==> src/rtl/and_or_result_fifo.sv <==
// and_or_result_fifo: registered result buffer behind and_or.
// Buffers {isAnd, out} pairs over valid/ready, with saturating AND/OR counts and a sticky overflow flag.
`default_nettype none

module and_or_result_fifo #(
  parameter int WIDTH     = 4,
  parameter int DEPTH     = 4,
  parameter int CNT_WIDTH = 8
) (
  input  logic                     clk,
  input  logic                     rst,
  input  logic                     inValid,
  output logic                     inReady,
  input  logic                     isAnd,
  input  logic [WIDTH-1:0]         resultIn,
  output logic                     outValid,
  input  logic                     outReady,
  output logic                     outIsAnd,
  output logic [WIDTH-1:0]         outData,
  output logic [$clog2(DEPTH):0]   level,
  output logic [CNT_WIDTH-1:0]     andCount,
  output logic [CNT_WIDTH-1:0]     orCount,
  output logic                     overflow
);

  localparam int AW = $clog2(DEPTH);

  logic [WIDTH:0]         mem_q [DEPTH];
  logic [AW:0]            wp_q, wp_d;
  logic [AW:0]            rp_q, rp_d;
  logic [CNT_WIDTH-1:0]   and_cnt_q, and_cnt_d;
  logic [CNT_WIDTH-1:0]   or_cnt_q, or_cnt_d;
  logic                   ovf_q, ovf_d;
  logic                   full, empty, push, pop;

  // Pointers carry one extra wrap bit so full and empty stay distinguishable.
  always_comb begin
    empty = (wp_q == rp_q);
    full  = (wp_q[AW-1:0] == rp_q[AW-1:0]) && (wp_q[AW] != rp_q[AW]);
    push  = inValid && !full;
    pop   = !empty && outReady;

    wp_d = push ? wp_q + 1'b1 : wp_q;
    rp_d = pop  ? rp_q + 1'b1 : rp_q;

    and_cnt_d = and_cnt_q;
    or_cnt_d  = or_cnt_q;
    if (push && isAnd && (and_cnt_q != {CNT_WIDTH{1'b1}})) begin
      and_cnt_d = and_cnt_q + 1'b1;
    end
    if (push && !isAnd && (or_cnt_q != {CNT_WIDTH{1'b1}})) begin
      or_cnt_d = or_cnt_q + 1'b1;
    end

    ovf_d = ovf_q || (inValid && full);
  end

  always_ff @(posedge clk or posedge rst) begin
    if (rst) begin
      wp_q      <= '0;
      rp_q      <= '0;
      and_cnt_q <= '0;
      or_cnt_q  <= '0;
      ovf_q     <= 1'b0;
    end else begin
      wp_q      <= wp_d;
      rp_q      <= rp_d;
      and_cnt_q <= and_cnt_d;
      or_cnt_q  <= or_cnt_d;
      ovf_q     <= ovf_d;
    end
  end

  // Storage needs no reset: entries are only observable through the pointers.
  always_ff @(posedge clk) begin
    if (push) begin
      mem_q[wp_q[AW-1:0]] <= {isAnd, resultIn};
    end
  end

  assign inReady  = !full;
  assign outValid = !empty;
  assign outIsAnd = mem_q[rp_q[AW-1:0]][WIDTH];
  assign outData  = mem_q[rp_q[AW-1:0]][WIDTH-1:0];
  assign level    = wp_q - rp_q;
  assign andCount = and_cnt_q;
  assign orCount  = or_cnt_q;
  assign overflow = ovf_q;

endmodule

`default_nettype wire

==> config.mk <==
export PLATFORM = sky130hd
export DESIGN_NAME = and_or_result_fifo
export DESIGN_NICKNAME = d
export VERILOG_FILES = /design/src/rtl/and_or_result_fifo.sv
export SDC_FILE = /design/constraint.sdc
export NUM_CORES = 1
export LEC_CHECK = 0
export CORE_MARGIN = 4
export CORE_UTILIZATION = 40
export CTS_BUF_LIST = sky130_fd_sc_hd__clkbuf_16
export DETAILED_ROUTE_END_ITERATION = 10
export GPL_TIMING_DRIVEN = 1
export SLEW_MARGIN = 20
export SYNTH_ARGS = -nofsm -noshare
export SYNTH_HDL_FRONTEND = slang
export SYNTH_SLANG_ARGS = --single-unit
==> constraint.sdc <==
create_clock -name clk -period 2.6 [get_ports clk]
set_clock_uncertainty 0.05 [all_clocks]
set_input_delay 0.26 -clock clk [delete_from_list [all_inputs] [get_ports clk]]
set_output_delay 0.26 -clock clk [all_outputs]
set_load 0.005 [all_outputs]
==> metrics.txt <==
# resized after CTS=0; Iter 0 DRT Violations=66; Synth top cells by count=dfrtp_1, edfxtp_1, nand2_1, inv_1, ha_1; Slew @ Worst Pin=422 ps; Setup Fix Bufs, Post-CTS=0; fmax=428 MHz; hold_buf cts=0; Via density=4.84; YS warnings=0; area delta synth->final=28.6%; Final setup violation count=0; mapped cell area=0.00201 sq mm; Tcrit/Tclk final=89.8%; minimum clock period=2330 ps; Routed WL=3.85 mm; I/O Pins=36; static leakage=about 1.0 nW; total die area=roughly 0.0062 sq mm; Overflow after GRT=0; post-synth top area cell=edfxtp_1; antenna violations before repair=0; Post-synth EDFFs=20; Final #Nets=~210; Final Power=3.00 mW; Primary FF master, synth=dfrtp_1; layout cell share with drive strength beyond 1=between 10 and 15%; CP Max Fanout=4; n_diodes=0; Fin. Hold Viols=0; first-pass iteration count of the detailed router=4; clk buf depth=2; top cell type's share of synthesized area=29.9%; Syn Area/Cell=13.7 sq um; VDD IR-drop max=0.000555 V; Die Wd=78.9 um; Hold/Removal Path Class=input port to async pin; flops & latches, synth=43; top post-synthesis cells by area=edfxtp_1, dfrtp_1, ha_1; Max-Cap Viols=0; via count=1245; Initial Utilization=a little over two fifths; RSZ-0062 raised after global routing=no; total core area=about 0.0048 sq mm; Die Ht=78.9 um; Max-slew headroom=71.7%; placed wire-length estimate=2.90 mm; P per Cell Area=1160 mW/mm^2; antenna-violating nets left=0; Slew Limit Fails=0; CTS buffer count=5; most instantiated library cell after synthesis=dfrtp_1; CTS tree=done; CP Data Arrival Time=2020 ps; data required time of the critical path=between 2000 and 2500 ps; gr usage total=13.8%; Crit Path Class=flop to output port; per-cell routed wire length=15.0 um; clk root buf=clkbuf_16; outcome=finished clean; CP Capture Type=output port; Post-Synthesis Cells=approximately 150; post-synthesis net count=166; ys async rst share=53.5%; final setup TNS=0 ps; largest net degree at the start of global routing=24; first-pass GRT wire length=6.59 mm; # rows=25; clk_lat worst skew=280 ps; crit start category=flop; register area share after synthesis=58.5%; DRC errors left=0; CTS Sinks=43; PortBufs=35; Synth cell types=34; H-tree levels=2; clock slew at reported path FFs=60 ps; vias in the first global route=1374; gpl congestion=around 0.80
routing by layer:
metal,up-vias,global-route usage (%),wire (um)
met3,4,3.51,135
met1,596,17.5,1780
met5,-,0,0
li1,620,-,-
met2,25,23.3,1900
met4,0,4.12,36
cell families (layout without fill, tap and decap cells):
kind of cell / Yosys count / after routing / synth area share [%]
mux: 15 / 15 / 11.3
xor+xnor: 12 / 12 / 5.60
buf+inv: 12 / 55 / 2.62
simple gates: 45 / 45 / 12.3
fa+ha+maj: 10 / 10 / 6.60
compound gates: 10 / 10 / 3.11
flops: 43 / 43 / 58.5
stage by stage:
step	worst slack, ps	utilization (%)	std cells	cell area, sq um	hold slack (ps)
global route	100	54.0	257	2580	314
CTS	235	54.0	257	2580	289
floorplan	767	-	147	2010	212
finish	266	54.0	257	2580	274
global placement	563	51.1	249	2440	398
detailed placement	525	51.1	249	2440	401
placed cells by master (no fill, tap or decap), types with 6 or more instances in the layout:
master / count
dfrtp_1: 23
xnor2_1: 6
mux2_2: 7
edfxtp_1: 20
clkdlybuf4s50_1: 35
ha_1: 9
inv_1: 11
nand2_1: 13
final cells by class:
cell class	instances	area, sq um
Tap cell	67	83.8
Clock inverter	3	16.3
Timing Repair Buffer	37	365
Clock buffer	5	125
Inverter	10	37.5
Sequential cell	43	1180
Multi-Input combinational cell	92	781
Fill cell	411	2200
worst max-delay path, cell delays in order, from the launching register on:
cell,delay (ps)
dfrtp_1,370
inv_1,110
ha_1,220
fa_1,380
xnor2_1,150
clkdlybuf4s50_1,520
flip-flops by register name, indices dropped and copies added, names as in the netlist:
register  flops
wp_q          3
orCount       8
mem_q        20
andCount      8
rp_q          3
overflow      1
power breakdown:
group          internal, mW  switching [mW]  total, mW
clock network         0.350           0.234      0.583
registers             0.934           0.194       1.13
logic                 0.760           0.530       1.29
path summary, 6_finish.rpt:
| kind | startpoint | end | slack, ps | depth (start not counted) |
|---|---|---|---|---|
| max | wp_q[0]$_DFFE_PP0P_ | level[2] | 270 | 5 |
| min | rst | andCount[1]$_DFFE_PP0P_ | 270 | 3 |
| max reg2reg | rp_q[1]$_DFFE_PP0P_ | mem_q[3][1]$_DFFE_PP_ | 530 | 5 |
| min reg2reg | overflow$_DFF_PP0_ | overflow$_DFF_PP0_ | 410 | 1 |
| max in group asynchronous | rst | wp_q[2]$_DFFE_PP0P_ | 1990 | 3 |
| min in group clk | overflow$_DFF_PP0_ | overflow$_DFF_PP0_ | 410 | 1 |
Power figures use the tool's default switching activity.
